File: config.mk
export PLATFORM = sky130hd
export DESIGN_NAME = booth_mult_seq
export DESIGN_NICKNAME = d
export VERILOG_FILES = /design/src/rtl/booth_mult_seq_pkg.sv /design/src/rtl/booth_mult_seq_addsub.sv /design/src/rtl/booth_mult_seq.sv
export SDC_FILE = /design/constraint.sdc
export NUM_CORES = 1
export LEC_CHECK = 0
export BUFFER_PORTS_ARGS = -buffer_cell sky130_fd_sc_hd__buf_4
export CORE_MARGIN = 5
export CORE_UTILIZATION = 25
export DETAILED_ROUTE_END_ITERATION = 12
export PLACE_DENSITY = 0.47
export SYNTH_ARGS = -nofsm -noshare
export SYNTH_HDL_FRONTEND = slang
export SYNTH_SLANG_ARGS = --single-unit
File: constraint.sdc
create_clock -name clk -period 4.1 [get_ports clk]
set_input_delay 0.41 -clock clk [delete_from_list [all_inputs] [get_ports clk]]
set_output_delay 0.41 -clock clk [all_outputs]
set_load 0.005 [all_outputs]
File: src/rtl/booth_mult_seq_pkg.sv
// Shared definitions for the sequential radix-2 Booth multiplier.
//  state_t   : controller states (IDLE/RUN/DONE)
//  SEL_*     : Booth step select codes
//  booth_sel : maps {Qreg[0], q_1} to a select code
package booth_mult_seq_pkg;

  typedef enum logic [1:0] {
    IDLE = 2'd0,
    RUN  = 2'd1,
    DONE = 2'd2
  } state_t;

  localparam logic [1:0] SEL_NOP = 2'b00;
  localparam logic [1:0] SEL_ADD = 2'b01;
  localparam logic [1:0] SEL_SUB = 2'b10;

  // Radix-2 Booth recoding: 01 -> +M, 10 -> -M, 00/11 -> no change.
  function automatic logic [1:0] booth_sel(input logic q0, input logic q_1);
    logic [1:0] code;
    code = SEL_NOP;
    case ({q0, q_1})
      2'b01:   code = SEL_ADD;
      2'b10:   code = SEL_SUB;
      default: code = SEL_NOP;
    endcase
    return code;
  endfunction

endpackage

File: src/rtl/booth_mult_seq_addsub.sv
// Ripple-carry adder/subtractor built from full-adder cells.
//  fa           : single-bit full adder (a, b, cin -> sum, cout)
//  booth_addsub : sum = a + (b ^ {sub}) + sub, i.e. a+b or a-b
//    a, b  : input  WIDTH   operands
//    sub   : input  1       1 selects subtraction
//    sum   : output WIDTH   result
//    cout  : output 1       carry out of the MSB cell
module fa (
  input  logic a,
  input  logic b,
  input  logic cin,
  output logic sum,
  output logic cout
);
  assign sum  = a ^ b ^ cin;
  assign cout = (a & b) | (a & cin) | (b & cin);
endmodule

module booth_addsub #(
  parameter int unsigned WIDTH = 9
) (
  input  logic [WIDTH-1:0] a,
  input  logic [WIDTH-1:0] b,
  input  logic             sub,
  output logic [WIDTH-1:0] sum,
  output logic             cout
);
  logic [WIDTH:0] carry;

  assign carry[0] = sub;
  assign cout     = carry[WIDTH];

  for (genvar i = 0; i < WIDTH; i++) begin : g_bit
    fa u_fa (
      .a   (a[i]),
      .b   (b[i] ^ sub),
      .cin (carry[i]),
      .sum (sum[i]),
      .cout(carry[i+1])
    );
  end
endmodule

File: src/rtl/booth_mult_seq.sv
// Sequential radix-2 Booth multiplier, one Booth step per clock.
//  clk          : input   clock, rising edge
//  rst          : input   synchronous active-high reset
//  start        : input   request; accepted in IDLE or DONE
//  multiplicand : input   WIDTH signed operand M
//  multiplier   : input   WIDTH signed operand Q
//  busy         : output  high while iterating
//  done         : output  one-cycle pulse when product is updated
//  product      : output  2*WIDTH signed M*Q, held between done pulses
module booth_mult_seq
  import booth_mult_seq_pkg::*;
#(
  parameter int unsigned WIDTH = 8,
  parameter int unsigned CNT_W = $clog2(WIDTH + 1)
) (
  input  logic                 clk,
  input  logic                 rst,
  input  logic                 start,
  input  logic [WIDTH-1:0]     multiplicand,
  input  logic [WIDTH-1:0]     multiplier,
  output logic                 busy,
  output logic                 done,
  output logic [2*WIDTH-1:0]   product
);

  localparam logic [CNT_W-1:0] LAST_STEP = CNT_W'(WIDTH - 1);

  state_t           state;
  logic [WIDTH-1:0] m_reg;
  logic [WIDTH:0]   a_reg;
  logic [WIDTH-1:0] q_reg;
  logic             q_1;
  logic [CNT_W-1:0] count;

  logic [1:0]       sel;
  logic             sub_op;
  logic [WIDTH:0]   m_ext;
  logic [WIDTH:0]   sum;
  logic             add_cout_unused;
  logic [WIDTH:0]   a_step;
  logic [WIDTH:0]   a_sh;
  logic [WIDTH-1:0] q_sh;

  assign sel    = booth_sel(q_reg[0], q_1);
  assign sub_op = (sel == SEL_SUB);
  assign m_ext  = {m_reg[WIDTH-1], m_reg};

  booth_addsub #(.WIDTH(WIDTH + 1)) u_addsub (
    .a   (a_reg),
    .b   (m_ext),
    .sub (sub_op),
    .sum (sum),
    .cout(add_cout_unused)
  );

  // Add/sub result, then arithmetic right shift of {A, Qreg, q_1}.
  always_comb begin
    a_step = (sel == SEL_NOP) ? a_reg : sum;
    a_sh   = {a_step[WIDTH], a_step[WIDTH:1]};
    q_sh   = {a_step[0], q_reg[WIDTH-1:1]};
  end

  always_ff @(posedge clk) begin
    if (rst) begin
      state   <= IDLE;
      busy    <= 1'b0;
      done    <= 1'b0;
      product <= '0;
      m_reg   <= '0;
      a_reg   <= '0;
      q_reg   <= '0;
      q_1     <= 1'b0;
      count   <= '0;
    end else begin
      case (state)
        IDLE, DONE: begin
          done <= 1'b0;
          if (start) begin
            m_reg <= multiplicand;
            a_reg <= '0;
            q_reg <= multiplier;
            q_1   <= 1'b0;
            count <= '0;
            state <= RUN;
            busy  <= 1'b1;
          end else begin
            state <= IDLE;
            busy  <= 1'b0;
          end
        end
        RUN: begin
          a_reg <= a_sh;
          q_reg <= q_sh;
          q_1   <= q_reg[0];
          count <= count + CNT_W'(1);
          // Final step: capture the post-shift value directly into product.
          if (count == LAST_STEP) begin
            product <= {a_sh[WIDTH-1:0], q_sh};
            state   <= DONE;
            busy    <= 1'b0;
            done    <= 1'b1;
          end
        end
        default: begin
          state <= IDLE;
          busy  <= 1'b0;
          done  <= 1'b0;
        end
      endcase
    end
  end

endmodule

# After elaboration in Yosys (flattened, before gate mapping)
# Index checks and enable logic that the tools add are counted.
[op_classes]
n_mux = 16
n_reduce_logical = 8
n_addsub = 1
eq_ne = 8
bitwise_logic = 67
[op_table]
columns = ["operator", "count"]
rows = [
  ["$xor 1x1->1", 26],
  ["$and 1x1->1", 24],
  ["$mux 9", 2],
  ["$pmux 9 s2", 1],
  ["$or 1x1->1", 16],
  ["$pmux 8 s2", 1],
  ["$mux 8", 1],
  ["$pmux 2 s2", 2],
  ["$pmux 4 s2", 1],
  ["$eq 2x2->1 const B", 3],
  ["$reduce_and 2->1", 3],
  ["$add 4x1->4 const B", 1],
  ["$eq 2x1->1 const B", 2],
  ["$eq 4x3->1 const B", 1],
  ["$logic_not 2->1", 2],
  ["$mux 1", 4],
  ["$mux 4", 1],
  ["$ne 2x2->1 const B", 2],
  ["$pmux 1 s2", 2],
  ["$reduce_or 2->1", 2],
  ["$mux 2", 1],
  ["$reduce_bool 2->1", 1],
  ["$not 1->1", 1],
]
[totals]
register_bits = 50
in_bits = 19
word_cells = 109
out_inout_bits = 18

# Longest topological paths before layout
[logic_depth]
ltp_word = 31
depth_mapped = 17
ltp_nobuf = 16

# Cells and area by module
# From an unflattened synthesis, not the netlist that was laid out.
[unflattened]
cells_unflattened = 237
area_unflattened_um2 = 2278.4
[modules_own_cells]
columns = ["module", "cells_each", "seq_area_each_um2", "area_per_inst_um2", "n_inst"]
rows = [
  ["booth_mult_seq", 218, 980.9, 2008.2, 1],
  ["fa", 1, 0.0, 20.0, 9],
  ["booth_addsub", 10, 0.0, 90.1, 1],
]

# Worst setup path before layout
# Ideal clock, no wire load.
[synth_timing]
kind = "register to register"
from = "reg q_1"
to = "reg product[14]"
required_time_ns = 4.041
path_slack_ns = -0.057
synth_period_minus_slack_ns = 4.157
path_stages_with_launch = 17
t_arrival_ns = 4.098
n_path_buf = 1
setup_time_ns = 0.059
cell_sequence = "dfxtp_1 inv_1 ha_1 clkbuf_1 mux2_2 fa_1 fa_1 inv_1 fa_1 inv_1 fa_1 fa_1 fa_1 inv_1 fa_1 mux2i_1 a31o_1"
[synth_via]
elab_chain_len = 27
elab_cells_between_ends = 51
classes_between = "3 x eq/ne; 2 x mux; 45 x bitwise; 1 x reduce/logical"
[synth_rtl]
columns = ["element", "line", "rtl"]
rows = [
  ["from (decl)", "booth_mult_seq.sv:32", "logic q_1;"],
  ["from (signal assigned)", "booth_mult_seq.sv:94", "q_1 <= q_reg[0];"],
  ["$eq 2x2->1 / $eq 2x1->1 (equally long branches)", "booth_mult_seq_pkg.sv:21", "case ({q0, q_1})"],
  ["$pmux 2 s2 *", "booth_mult_seq_pkg.sv:21", ""],
  ["$eq 2x2->1", "booth_mult_seq.sv:45", "assign sub_op = (sel == SEL_SUB);"],
  ["$xor 1x1->1", "booth_mult_seq_addsub.sv:36", ".b (b[i] ^ sub),"],
  ["$and 1x1->1", "booth_mult_seq_addsub.sv:16", "assign cout = (a & b) | (a & cin) | (b & cin);"],
  ["$or 1x1->1 (2 in series)", "booth_mult_seq_addsub.sv:16", ""],
  ["$and 1x1->1", "booth_mult_seq_addsub.sv:16", ""],
  ["$or 1x1->1 (2 in series)", "booth_mult_seq_addsub.sv:16", ""],
  ["(+6 left out)", "--", ""],
  ["$and 1x1->1", "booth_mult_seq_addsub.sv:16", ""],
  ["$or 1x1->1 (2 in series)", "booth_mult_seq_addsub.sv:16", ""],
  ["$and 1x1->1", "booth_mult_seq_addsub.sv:16", ""],
  ["$or 1x1->1 (2 in series)", "booth_mult_seq_addsub.sv:16", ""],
  ["$and 1x1->1", "booth_mult_seq_addsub.sv:16", ""],
  ["$or 1x1->1 (2 in series)", "booth_mult_seq_addsub.sv:16", ""],
  ["$xor 1x1->1", "booth_mult_seq_addsub.sv:15", "assign sum = a ^ b ^ cin;"],
  ["$mux 9 *", "booth_mult_seq.sv:58", "a_step = (sel == SEL_NOP) ? a_reg : sum;"],
  ["to (signal assigned)", "booth_mult_seq.sv:98", "product <= {a_sh[WIDTH-1:0], q_sh};"],
  ["to (decl)", "booth_mult_seq.sv:23", "output logic [2*WIDTH-1:0] product"],
]
# Every way passes the cells marked *; elsewhere a longest branch is shown, timed or not.
# A chain may end at the register's enable or synchronous reset.

# Worst setup path after layout
# Ends and elaborated chain as after synthesis.

==> metrics <==
most common cell after layout, fill and taps aside dfxtp_1; TNS Setup 0 ns; Peak VDD IR roughly 0.12 mV; FF+latch area roughly 980 um2; # rows 34; Setup crit end kind register; Hold Crit Start multiplicand[2]; initial core utilization around a quarter; crit path DAT slightly above 4 ns; clk root buf clkbuf_8; die height 104 um; Max-slew headroom a little over a quarter; CTS buffer count 5; Cell Pwr Density 343 nW/um2; Final Hold Fails 0; clk slew on worst S/H paths ~0.090 ns; sw frac a little over a quarter; period utilization between 90% and 100%; asr flop ratio synth 0%; Clock Skews 0.00938 ns; #FFs+latches synth between 40 and 50; crit-path max cell delay a little over 0.4 ns; mean cell area of the mapped netlist 9.73 um2; hold depth 3; Worst-Margin Slew about 1.1 ns; syn nets 257; outcome finished clean; drt first pass iters 5; Reg2Reg Setup Slack just over 0.2 ns; Final Util between 30 and 40%; Vias/cell 4.79; EDFF count, synth 0; endpoints failing setup 0; Netlist cell types 42; Switch Pwr 0.242 mW; Placement Setup Slack -0.0456 ns; crit start category register; final worst slack between 0.2 and 0.25 ns; hold endpoint m_reg[2]; pin count of the biggest net entering global routing 40; CP max stage cell fa_1; diode count 0; warnings from Yosys 0; Port Buffers 36; first-pass GRT wire length between 9 and 10 mm; worst-path cell chain inv_1 > ha_2 > mux2_2 > fa_2 > fa_1 > inv_1 > fa_1 > inv_1 > fa_2 > fa_2 > fa_1 > inv_1 > fa_1 > mux2i_1 > a31o_1; CP Max Fanout 3; Top Ports 37; Slew Limit Fails 0; Worst R2R Path Depth 15; DRT iter0 DRCs 68; required arrival time at the worst endpoint about 4.4 ns; wire per inst about 15 um; Congestion Overflow GR 0; Top reg by flops product; most frequent cells in the layout dfxtp_1, buf_4, a21oi_1; remaining antenna violation count 0; Clock Power Share 31.8%; area occupied by multi-input gates 1110 um2; Setup CP Type register to register; Skew-Pair Late Insertion Delay approximately 0.30 ns; Seq/Total Area, Yosys roughly 44%; P&R area growth vs syn 17.6%; Synth Flop Type dfxtp_1; Lkg Pwr 1.04 nW; max reg flops 16; worst r2r src q_1; Final HPWL DP around 3.7 mm; max-capacitance violation count 0; sequential power share around 56%; initial antenna violation count 0; Core Area just under 9000 um2; Fillers roughly 900; CTS Hold Bufs 0; TritonCTS clock tree done; chip width 104 um; Mapped Cells 229; P_int around 0.66 mW; unrepaired setup endpoints after global routing no; Total GRT Usage between 10% and 20%; DIE AREA 10900 um2; logic gate share of total power between 10% and 20%; vias in the first global route between 1500 and 2000; CP Launch Point q_1; via count about 1700; fmax around 260 MHz; Residual DRC 0; mapped cell area 2230 um2; total routed wirelength about 5.4 mm; Final Net Count 282; HP Class input pin to register; Placer Congestion between 0.7 and 0.8; H-tree levels 2; clk buf depth 2; min Tclk post-route around 3.9 ns; share of post-route cells with drive strength above 1 between 20% and 30%; Worst R2R End product[14]; Sink Count just under 50
Yosys cell counts (all sizes together), types with 6 or more instances:
| cell type | n | area (um2) |
|---|---|---|
| a211oi | 6 | 55.1 |
| nand3 | 17 | 85.1 |
| xor2 | 6 | 52.6 |
| inv | 7 | 26.3 |
| fa | 7 | 140 |
| a21oi | 34 | 170 |
| a22oi | 7 | 52.6 |
| nand2 | 17 | 63.8 |
| buf | 17 | 114 |
| mux2i | 7 | 70.1 |
| dfxtp | 49 | 981 |
| o21ai | 7 | 35.0 |
kinds of logic after synthesis:
logic type	Yosys count	share of synthesized area (%)
AOI/OAI and AO/OA	74	21.8
and+or+nand+nor	53	12.5
DFF	49	44.0
buffers and inverters	27	6.80
muxes	9	4.33
adders and majority gates	9	7.42
xor gates and xnor gates	8	3.15
final cells by class:
| cell class | instances | area share (%) |
|---|---|---|
| clock buffers | 7 | 2.91 |
| repair buffers | 38 | 10.9 |
| flip-flops and latches | 49 | 37.5 |
| clock inverters | 1 | 0.287 |
| inverters | 7 | 1.00 |
| well taps | 108 | 5.16 |
| multi-input cells | 153 | 42.3 |
timing repair:
action                     in CTS  in global routing
buffers inserted                0                  0
resized for setup               2                  3
setup endpoints to repair       2                  2
pin swaps                       0                  1
gates cloned                    0                  0
worst max-delay path by stage:
stage	to	slack (ns)
after floorplan	product[14]	0.02
final	product[14]	0.21
after global routing	product[14]	0.02
after detailed placement	product[14]	-0.05
after global placement	product[14]	0.05
after CTS	product[14]	0.05
per-stage QoR:
step                total power [mW]  cells  cell area, um2  hold WS (ns)
floorplan                      0.594    229            2230         0.432
global placement               0.625    355            2520         0.450
detailed placement             0.626    355            2520         0.447
CTS                            0.915    363            2610         0.343
global route                   0.946    363            2620         0.350
finish                         0.898    363            2620         0.353
per-layer routing:
| metal | up-vias | part of all wire, % | GRT usage [%] |
|---|---|---|---|
| li1 | 864 | - | - |
| met5 | - | 0 | 0 |
| met4 | 0 | 1.7 | 3.89 |
| met2 | 32 | 47 | 16.5 |
| met3 | 7 | 3.5 | 2.30 |
| met1 | 834 | 48 | 13.6 |
power groups by stage:
stage               Clock [mW]  Combinational [mW]  Sequential [mW]
global placement             0               0.114            0.511
finish                   0.285               0.112            0.501
CTS                      0.300               0.115            0.501
floorplan                    0              0.0847            0.509
detailed placement           0               0.114            0.512
global route             0.316               0.128            0.503
worst max-delay path: cells and delay by family, from the launching register on:
kind	cells	cell delay, ns
mux	2	0.48
flops	1	0.34
compound gates	1	0.17
fa+ha+maj	8	2.61
buf+inv	4	0.25
No activity file was read; power rests on OpenSTA's default activity.
